### src/rtl/ddr_rw_arbiter_if.sv
// Request/grant bundle and DDR engine register ports for ddr_rw_arbiter.
// The master modport is the arbiter's view. The slave modport is the requesters' and engines' view.
interface ddr_rw_arbiter_if #(
  parameter int NREQ = 4
);
  logic [NREQ-1:0]    req_valid;
  logic [NREQ-1:0]    req_write;
  logic [NREQ*32-1:0] req_addr;
  logic [NREQ*16-1:0] req_nburst;
  logic [NREQ-1:0]    req_ack;
  logic [NREQ-1:0]    req_done;
  logic               req_err;

  logic               RSTART_REG;
  logic               WSTART_REG;
  logic [31:0]        RADDR_REG;
  logic [31:0]        WADDR_REG;
  logic [31:0]        RNBURST_REG;
  logic [31:0]        WNBURST_REG;
  logic               RIDLE_REG;
  logic               WIDLE_REG;

  logic               busy;
  logic [31:0]        last_cycles;
  logic [31:0]        xfer_cnt;

  modport master (
    input  req_valid, req_write, req_addr, req_nburst,
    output req_ack, req_done, req_err,
    output RSTART_REG, WSTART_REG, RADDR_REG, WADDR_REG, RNBURST_REG, WNBURST_REG,
    input  RIDLE_REG, WIDLE_REG,
    output busy, last_cycles, xfer_cnt
  );

  modport slave (
    output req_valid, req_write, req_addr, req_nburst,
    input  req_ack, req_done, req_err,
    input  RSTART_REG, WSTART_REG, RADDR_REG, WADDR_REG, RNBURST_REG, WNBURST_REG,
    output RIDLE_REG, WIDLE_REG,
    input  busy, last_cycles, xfer_cnt
  );
endinterface

### src/rtl/ddr_rw_arbiter.sv
// Round-robin arbiter that serialises NREQ requesters onto one DDR read engine and one DDR write engine.
// Define ARB_PERF_CNT_EN to build the transaction cycle counter (last_cycles) and the completion counter (xfer_cnt).
module ddr_rw_arbiter #(
  parameter int NREQ    = 4,
  parameter int ACK_TMO = 8
) (
  input  logic             clk,
  input  logic             rst,
  ddr_rw_arbiter_if.master bus
);

  localparam int IW = (NREQ > 1) ? $clog2(NREQ) : 1;
  localparam int TW = $clog2(ACK_TMO + 1);

  typedef enum logic [2:0] {
    S_IDLE,
    S_ISSUE,
    S_WAIT_ACK,
    S_WAIT_DONE,
    S_DONE,
    S_REJECT
  } state_t;

  state_t          state_q, state_d;
  logic [IW-1:0]   rr_ptr_q, rr_ptr_d;
  logic [IW-1:0]   gnt_q, gnt_d;
  logic            wr_q, wr_d;
  logic [TW-1:0]   tmo_q, tmo_d;
  logic [31:0]     raddr_q, raddr_d;
  logic [31:0]     waddr_q, waddr_d;
  logic [15:0]     rnburst_q, rnburst_d;
  logic [15:0]     wnburst_q, wnburst_d;

  logic [NREQ-1:0] rot_valid;
  logic [NREQ-1:0] gnt_onehot;
  logic            win_found;
  logic [IW-1:0]   win_off;
  logic [IW:0]     win_sum;
  logic [IW-1:0]   win_idx;
  logic [31:0]     win_addr;
  logic [15:0]     win_nburst;
  logic            win_write;
  logic [IW-1:0]   next_ptr;
  logic            sel_idle;

  // rot_valid[k] is the request k positions above rr_ptr, so the lowest set bit is the round-robin winner
  for (genvar gi = 0; gi < NREQ; gi++) begin : g_rot
    logic [IW:0]   rot_sum;
    logic [IW-1:0] rot_idx;
    assign rot_sum       = {1'b0, rr_ptr_q} + (IW+1)'(gi);
    assign rot_idx       = (rot_sum >= (IW+1)'(NREQ)) ? IW'(rot_sum - (IW+1)'(NREQ)) : IW'(rot_sum);
    assign rot_valid[gi] = bus.req_valid[rot_idx];
  end

  for (genvar gi = 0; gi < NREQ; gi++) begin : g_onehot
    assign gnt_onehot[gi] = (gnt_q == IW'(gi));
  end

  always_comb begin
    win_found = 1'b0;
    win_off   = '0;
    for (int k = NREQ - 1; k >= 0; k--) begin
      if (rot_valid[k]) begin
        win_found = 1'b1;
        win_off   = IW'(k);
      end
    end
  end

  assign win_sum    = {1'b0, rr_ptr_q} + {1'b0, win_off};
  assign win_idx    = (win_sum >= (IW+1)'(NREQ)) ? IW'(win_sum - (IW+1)'(NREQ)) : IW'(win_sum);
  assign win_addr   = bus.req_addr[win_idx*32 +: 32];
  assign win_nburst = bus.req_nburst[win_idx*16 +: 16];
  assign win_write  = bus.req_write[win_idx];
  assign next_ptr   = (gnt_q == IW'(NREQ - 1)) ? '0 : gnt_q + IW'(1);
  assign sel_idle   = wr_q ? bus.WIDLE_REG : bus.RIDLE_REG;

  always_comb begin
    state_d   = state_q;
    rr_ptr_d  = rr_ptr_q;
    gnt_d     = gnt_q;
    wr_d      = wr_q;
    tmo_d     = tmo_q;
    raddr_d   = raddr_q;
    waddr_d   = waddr_q;
    rnburst_d = rnburst_q;
    wnburst_d = wnburst_q;
    case (state_q)
      S_IDLE: begin
        if (win_found) begin
          gnt_d = win_idx;
          wr_d  = win_write;
          if (win_nburst == 16'd0) begin
            state_d = S_REJECT;
          end else begin
            // Only the engine about to be started sees its address/burst registers change
            state_d = S_ISSUE;
            if (win_write) begin
              waddr_d   = win_addr;
              wnburst_d = win_nburst;
            end else begin
              raddr_d   = win_addr;
              rnburst_d = win_nburst;
            end
          end
        end
      end
      S_ISSUE: begin
        tmo_d   = '0;
        state_d = S_WAIT_ACK;
      end
      S_WAIT_ACK: begin
        if (!sel_idle) begin
          state_d = S_WAIT_DONE;
        end else if (tmo_q == TW'(ACK_TMO - 1)) begin
          state_d = S_DONE;
        end else begin
          tmo_d = tmo_q + TW'(1);
        end
      end
      S_WAIT_DONE: begin
        if (sel_idle) begin
          state_d = S_DONE;
        end
      end
      S_DONE, S_REJECT: begin
        rr_ptr_d = next_ptr;
        state_d  = S_IDLE;
      end
      default: state_d = S_IDLE;
    endcase
  end

  always_ff @(posedge clk or posedge rst) begin
    if (rst) begin
      state_q   <= S_IDLE;
      rr_ptr_q  <= '0;
      gnt_q     <= '0;
      wr_q      <= 1'b0;
      tmo_q     <= '0;
      raddr_q   <= '0;
      waddr_q   <= '0;
      rnburst_q <= '0;
      wnburst_q <= '0;
    end else begin
      state_q   <= state_d;
      rr_ptr_q  <= rr_ptr_d;
      gnt_q     <= gnt_d;
      wr_q      <= wr_d;
      tmo_q     <= tmo_d;
      raddr_q   <= raddr_d;
      waddr_q   <= waddr_d;
      rnburst_q <= rnburst_d;
      wnburst_q <= wnburst_d;
    end
  end

  assign bus.req_ack     = (state_q == S_ISSUE || state_q == S_REJECT) ? gnt_onehot : '0;
  assign bus.req_done    = (state_q == S_DONE  || state_q == S_REJECT) ? gnt_onehot : '0;
  assign bus.req_err     = (state_q == S_REJECT);
  assign bus.WSTART_REG  = (state_q == S_ISSUE) &&  wr_q;
  assign bus.RSTART_REG  = (state_q == S_ISSUE) && !wr_q;
  assign bus.RADDR_REG   = raddr_q;
  assign bus.WADDR_REG   = waddr_q;
  assign bus.RNBURST_REG = {16'b0, rnburst_q};
  assign bus.WNBURST_REG = {16'b0, wnburst_q};
  assign bus.busy        = (state_q != S_IDLE);

`ifdef ARB_PERF_CNT_EN
  logic [31:0] cyc_cnt_q, cyc_cnt_d;
  logic [31:0] last_cycles_q, last_cycles_d;
  logic [31:0] xfer_cnt_q, xfer_cnt_d;

  always_comb begin
    cyc_cnt_d     = cyc_cnt_q;
    last_cycles_d = last_cycles_q;
    xfer_cnt_d    = xfer_cnt_q;
    case (state_q)
      S_ISSUE: cyc_cnt_d = '0;
      S_WAIT_ACK, S_WAIT_DONE: begin
        if (cyc_cnt_q != 32'hFFFF_FFFF) begin
          cyc_cnt_d = cyc_cnt_q + 32'd1;
        end
      end
      S_DONE: begin
        last_cycles_d = cyc_cnt_q;
        xfer_cnt_d    = xfer_cnt_q + 32'd1;
      end
      default: ;
    endcase
  end

  always_ff @(posedge clk or posedge rst) begin
    if (rst) begin
      cyc_cnt_q     <= '0;
      last_cycles_q <= '0;
      xfer_cnt_q    <= '0;
    end else begin
      cyc_cnt_q     <= cyc_cnt_d;
      last_cycles_q <= last_cycles_d;
      xfer_cnt_q    <= xfer_cnt_d;
    end
  end

  assign bus.last_cycles = last_cycles_q;
  assign bus.xfer_cnt    = xfer_cnt_q;
`else
  assign bus.last_cycles = '0;
  assign bus.xfer_cnt    = '0;
`endif

endmodule

### src/flat_wrapper.sv
// flat-port wrapper written by rule: the top's interface ports become plain ports
module ddr_rw_arbiter_flat 
#(
  parameter int NREQ    = 4,
  parameter int ACK_TMO = 8
)
  (clk, rst, bus_req_valid, bus_req_write, bus_req_addr, bus_req_nburst, bus_req_ack, bus_req_done, bus_req_err, bus_RSTART_REG, bus_WSTART_REG, bus_RADDR_REG, bus_WADDR_REG, bus_RNBURST_REG, bus_WNBURST_REG, bus_RIDLE_REG, bus_WIDLE_REG, bus_busy, bus_last_cycles, bus_xfer_cnt);
  ddr_rw_arbiter_if #(.NREQ(NREQ)) bus_i ();
  input  logic clk;
  input  logic rst;
  input wire logic [$bits(bus_i.req_valid)-1:0] bus_req_valid;
  input wire logic [$bits(bus_i.req_write)-1:0] bus_req_write;
  input wire logic [$bits(bus_i.req_addr)-1:0] bus_req_addr;
  input wire logic [$bits(bus_i.req_nburst)-1:0] bus_req_nburst;
  output wire logic [$bits(bus_i.req_ack)-1:0] bus_req_ack;
  output wire logic [$bits(bus_i.req_done)-1:0] bus_req_done;
  output wire logic [$bits(bus_i.req_err)-1:0] bus_req_err;
  output wire logic [$bits(bus_i.RSTART_REG)-1:0] bus_RSTART_REG;
  output wire logic [$bits(bus_i.WSTART_REG)-1:0] bus_WSTART_REG;
  output wire logic [$bits(bus_i.RADDR_REG)-1:0] bus_RADDR_REG;
  output wire logic [$bits(bus_i.WADDR_REG)-1:0] bus_WADDR_REG;
  output wire logic [$bits(bus_i.RNBURST_REG)-1:0] bus_RNBURST_REG;
  output wire logic [$bits(bus_i.WNBURST_REG)-1:0] bus_WNBURST_REG;
  input wire logic [$bits(bus_i.RIDLE_REG)-1:0] bus_RIDLE_REG;
  input wire logic [$bits(bus_i.WIDLE_REG)-1:0] bus_WIDLE_REG;
  output wire logic [$bits(bus_i.busy)-1:0] bus_busy;
  output wire logic [$bits(bus_i.last_cycles)-1:0] bus_last_cycles;
  output wire logic [$bits(bus_i.xfer_cnt)-1:0] bus_xfer_cnt;
  assign bus_i.req_valid = bus_req_valid;
  assign bus_i.req_write = bus_req_write;
  assign bus_i.req_addr = bus_req_addr;
  assign bus_i.req_nburst = bus_req_nburst;
  assign bus_req_ack = bus_i.req_ack;
  assign bus_req_done = bus_i.req_done;
  assign bus_req_err = bus_i.req_err;
  assign bus_RSTART_REG = bus_i.RSTART_REG;
  assign bus_WSTART_REG = bus_i.WSTART_REG;
  assign bus_RADDR_REG = bus_i.RADDR_REG;
  assign bus_WADDR_REG = bus_i.WADDR_REG;
  assign bus_RNBURST_REG = bus_i.RNBURST_REG;
  assign bus_WNBURST_REG = bus_i.WNBURST_REG;
  assign bus_i.RIDLE_REG = bus_RIDLE_REG;
  assign bus_i.WIDLE_REG = bus_WIDLE_REG;
  assign bus_busy = bus_i.busy;
  assign bus_last_cycles = bus_i.last_cycles;
  assign bus_xfer_cnt = bus_i.xfer_cnt;
  ddr_rw_arbiter #(.NREQ(NREQ), .ACK_TMO(ACK_TMO)) u_core (.clk(clk), .rst(rst), .bus(bus_i));
endmodule
### config.mk
export PLATFORM = sky130hd
export DESIGN_NAME = ddr_rw_arbiter_flat
export DESIGN_NICKNAME = d
export VERILOG_FILES = /design/src/rtl/ddr_rw_arbiter_if.sv /design/src/rtl/ddr_rw_arbiter.sv /design/src/flat_wrapper.sv
export SDC_FILE = /design/constraint.sdc
export NUM_CORES = 1
export LEC_CHECK = 0
export ABC_AREA = 1
export CORE_AREA = 5 5 157 159
export DETAILED_ROUTE_END_ITERATION = 16
export DIE_AREA = 0 0 162 164
export GPL_TIMING_DRIVEN = 0
export PLACE_DENSITY = 0.71
export SLEW_MARGIN = 20
export SYNTH_ARGS = -nofsm -noshare
export SYNTH_HDL_FRONTEND = slang
export SYNTH_SLANG_ARGS = --single-unit
### constraint.sdc
create_clock -name clk -period 3.97 [get_ports clk]
set_input_delay 0.9925 -clock clk [delete_from_list [all_inputs] [get_ports clk]]
set_output_delay 0.9925 -clock clk [all_outputs]
set_load 0.01 [all_outputs]
==> flow_summary.toml <==
[run_status]
status = "finished clean"

[synth]
synth.most_common_cell = "nand2_1"
syn_inst = 990
synthSimpleGateAreaFrac_pct = 33.8
ys_types = 34
synth_top_family_by_area = "simple AND/OR/NAND/NOR gates"
synth-seq-cells = 108
synth-xor-area-share_pct = 0.121
synth_seq_area_share_pct = 37.4
synth-compound-area-share_pct = 6.93
syn_area_sq_um = 7230
ys_top_cells_by_count = "nand2_1, nand3_1, dfrtp_1, buf_4, o21ai_0"
yosysWarnings = 0
avgSynthCellArea_sq_um = 7.30
synth_top_cells_by_area = "dfrtp_1, nand2_1, buf_4, nand3_1, mux2i_1"
async_reset_ff_share_pct = 100
synth-edff-count = 0
synthAdderAreaFrac_pct = 1.04
yosysTopAreaCellShare_pct = 37.4
synthMuxAreaShare_pct = 4.57
synth_top_area_cell = "dfrtp_1"
ys.flop_type = "dfrtp_1"

[critical_path]
crit_path_start_kind = "input pin"
r2r-start = "u_core.rr_ptr_q[1]$_DFFE_PP0N_"
crit_end = "u_core.rnburst_q[10]$_DFFE_PP0P_"
cp_data_arrival_time_ns = 3.92
rrSetupSlack_ns = 0.44
worstPathRequired_ns = 4.21
path_max_fanout = 10
reg2reg_to = "u_core.rnburst_q[10]$_DFFE_PP0P_"
critPathMaxStageDelay_ns = 0.30
r2r_cells = 22
critPathLaunch = "bus_req_valid[1]"
criticalPathCategory = "in -> reg"
path_cells = "dlymetal6s2s_1, inv_1, nand2_1, nand2_1, nand2_1, nand2_1, a31oi_1, nor2_1, ha_2, buf_6, buf_4, clkbuf_2, nand2_1, nand2_1, o21ai_4, nor3b_4, buf_12, buf_4, nand2_4, buf_12, buf_8, nand2_1, nand2_1"
end_kind = "flop"
crit_path_top_delay_cell = "ha_2"
worst_path_most_repeated_cell = "nand2_1"

[finish]
nFillCells = 2218
diodes = 0
utilization_pct = 52.0
final_nets = 1646
area_growth_pct = 66.3
drive_gt1_share_pct = 19.1

[pwr]
p_clk_share_pct = 7.6
power_density_nw_per_um2 = 1040
power_frac_seq_pct = 15.9
vdd_drop_max_uv = 470
swShare_pct = 50.6
p_comb_share_pct = 76.5
p_leak_nw = 6.04
internal_power_mw = 6.15
power_switching_mw = 6.31

[floorplanning]
dieHeight_um = 164
io_pins = 408
num_rows = 56
die_w_um = 162
dieArea_sq_um = 26600
initial_core_util_pct = 31.3
coreArea_sq_um = 23100

[timing]
fmax_mhz = 272
max-slew-margin-rel_pct = 63.2
fin_crit_sh_pct = 92.6
slew_violations = 0
hold_viol = 0
worst_pin_slew_ns = 0.548
finClkSkew_ns = 0.00976
rsz0062_at_grt = "false"
setup_viol = 0
min_period_ns = 3.68
fin_ws_ns = 0.294

[placement]
dp.final_hpwl_um = 22900
io_buffer_count = 311
gp_congestion = 0.876
pre_cts_ws_ns = -1.19

[grt]
grt_start_max_net_pins = 59
grt_pass1_vias = 7770
grt_usage_pct = 20.9
grt_pass1_wl_um = 43800
grt_overflow = 0
antenna_found_initial = 0

[drt]
first_pass_iters = 5
drc_errors = 0
wl_per_cell_um = 17.2
vias = 7876
wl_um = 29700
dr.first_iter.drc_count = 368
post_drt_via_cell_ratio = 4.55
ant_nets = 0

[cts]
cts_sinks = 108
tritoncts = "done"
ctsLongestPathBuffers = 2
clk-insertion-delay-late_ns = 0.35
htreeDepth = 3
cts_hold_buf = 0
clkTransAtPathRegs_ns = 0.08
clockRootBuffer = "clkbuf_16"
cts_buffers = 9

[job]
drv_cap = 0

[min_path]
hp-class = "reg -> reg"
## cell usage in the layout, fill, tap and decap left out, types with 2 or more instances in the layout
cell type        count
clkdlybuf4s50_1    307
a21oi_1              6
nand2_4              6
ha_1                 5
clkbuf_4             4
buf_6                6
inv_2                4
o21ai_1              2
nor3_1               3
nor2_2               5
nand3_1            115
clkbuf_2            12
buf_2                9
conb_1              96
o211ai_1            33
buf_12               6
nor2_1              26
clkbuf_1            11
buf_4              127
or2_2               32
nand2_2             22
nand2_1            350
dfrtp_1            108
buf_8                5
inv_1               25
clkinvlp_4           3
inv_6                2
clkbuf_16           12
o21ai_0             36
nor2_4               5
mux2i_1             33
nand3_2              2
dlymetal6s2s_1       4
## how the worst min path moves through the flow
| stage | startpoint | end | slack (ns) | cells after the start |
|---|---|---|---|---|
| after global placement | u_core.bus.WADDR_REG[7]$_DFFE_PP0P_ | u_core.bus.WADDR_REG[7]$_DFFE_PP0P_ | 0.45 | 2 |
| final | u_core.bus.RADDR_REG[0]$_DFFE_PP0P_ | u_core.bus.RADDR_REG[0]$_DFFE_PP0P_ | 0.47 | 2 |
| after floorplan | u_core.gnt_q[1]$_DFFE_PP0P_ | u_core.gnt_q[1]$_DFFE_PP0P_ | 0.50 | 2 |
| after CTS | u_core.bus.WADDR_REG[26]$_DFFE_PP0P_ | u_core.bus.WADDR_REG[26]$_DFFE_PP0P_ | 0.48 | 2 |
| after global routing | u_core.bus.RADDR_REG[10]$_DFFE_PP0P_ | u_core.bus.RADDR_REG[10]$_DFFE_PP0P_ | 0.49 | 2 |
| after detailed placement | u_core.rnburst_q[7]$_DFFE_PP0P_ | u_core.rnburst_q[7]$_DFFE_PP0P_ | 0.46 | 2 |
## cell families after synthesis
group / count (synthesis)
DFF: 108
and+or+nand+nor: 571
buffers and inverters: 189
other: 1
muxes: 33
xor gates and xnor gates: 1
adders and majority gates: 6
AOI/OAI and AO/OA: 81
## cell type report
type	instances	area [sq um]	area share, %
buffer	155	1180	9.83
clock buffer	10	239	1.99
tap	290	363	3.02
timing repair buffer	341	3440	28.6
sequential	108	2700	22.5
inverter	32	131	1.09
multi-input combinational	789	3890	32.4
clock inverter	6	70.1	0.583
## metrics by stage
step / total power [mW] / hold WS, ns / setup TNS, ns / cell area, sq um / cells
floorplan: 6.97 / 0.503 / 0 / 7580 / 1085
global placement: 10.1 / 0.453 / -266.90 / 11100 / 1686
detailed placement: 10.2 / 0.458 / -96.34 / 11100 / 1687
finish: 12.5 / 0.472 / 0 / 12000 / 1731
global route: 13.5 / 0.491 / 0 / 12000 / 1731
CTS: 11.4 / 0.476 / 0 / 11500 / 1705
## critical path, delay by kind of cell
family	cells	cell delay, ns
compound gates	2	0.30
buf+inv	9	1.26
simple gates	11	1.07
fa+ha+maj	1	0.30
## per-layer routing
metal | wire length, um | part of all wire, % | track usage [%]
met4 | 321 | 1.1 | 4.15
met1 | 12800 | 43 | 27.8
met3 | 1770 | 5.9 | 4.14
met5 | 0 | 0 | 0
met2 | 14800 | 50 | 35.7
## state kept, by name, summed over array words and instances, names as in the netlist
| register | cells |
|---|---|
| u_core.bus.RADDR_REG | 32 |
| u_core.wr_q | 1 |
| u_core.state_q | 3 |
| u_core.wnburst_q | 16 |
| u_core.tmo_q | 4 |
| u_core.rr_ptr_q | 2 |
| u_core.rnburst_q | 16 |
| u_core.bus.WADDR_REG | 32 |
| u_core.gnt_q | 2 |
## power by group through the flow
stage                     Clock (mW)  Sequential [mW]  Combinational (mW)
after floorplan                    0             2.14                4.83
after global placement             0             1.96                8.09
after detailed placement           0             1.98                8.21
after CTS                      0.978             1.97                8.44
after global routing            1.02             2.04                10.4
final                          0.948             1.98                9.53
## what timing repair did
item                                    in CTS  in global routing
endpoints found under the setup margin      97                 97
gates cloned                                 0                  6
pin swaps                                    0                 12
setup buffers                                2                 22
resized for setup                           32                 99
Note: power is estimated with default switching activity, not from simulation.
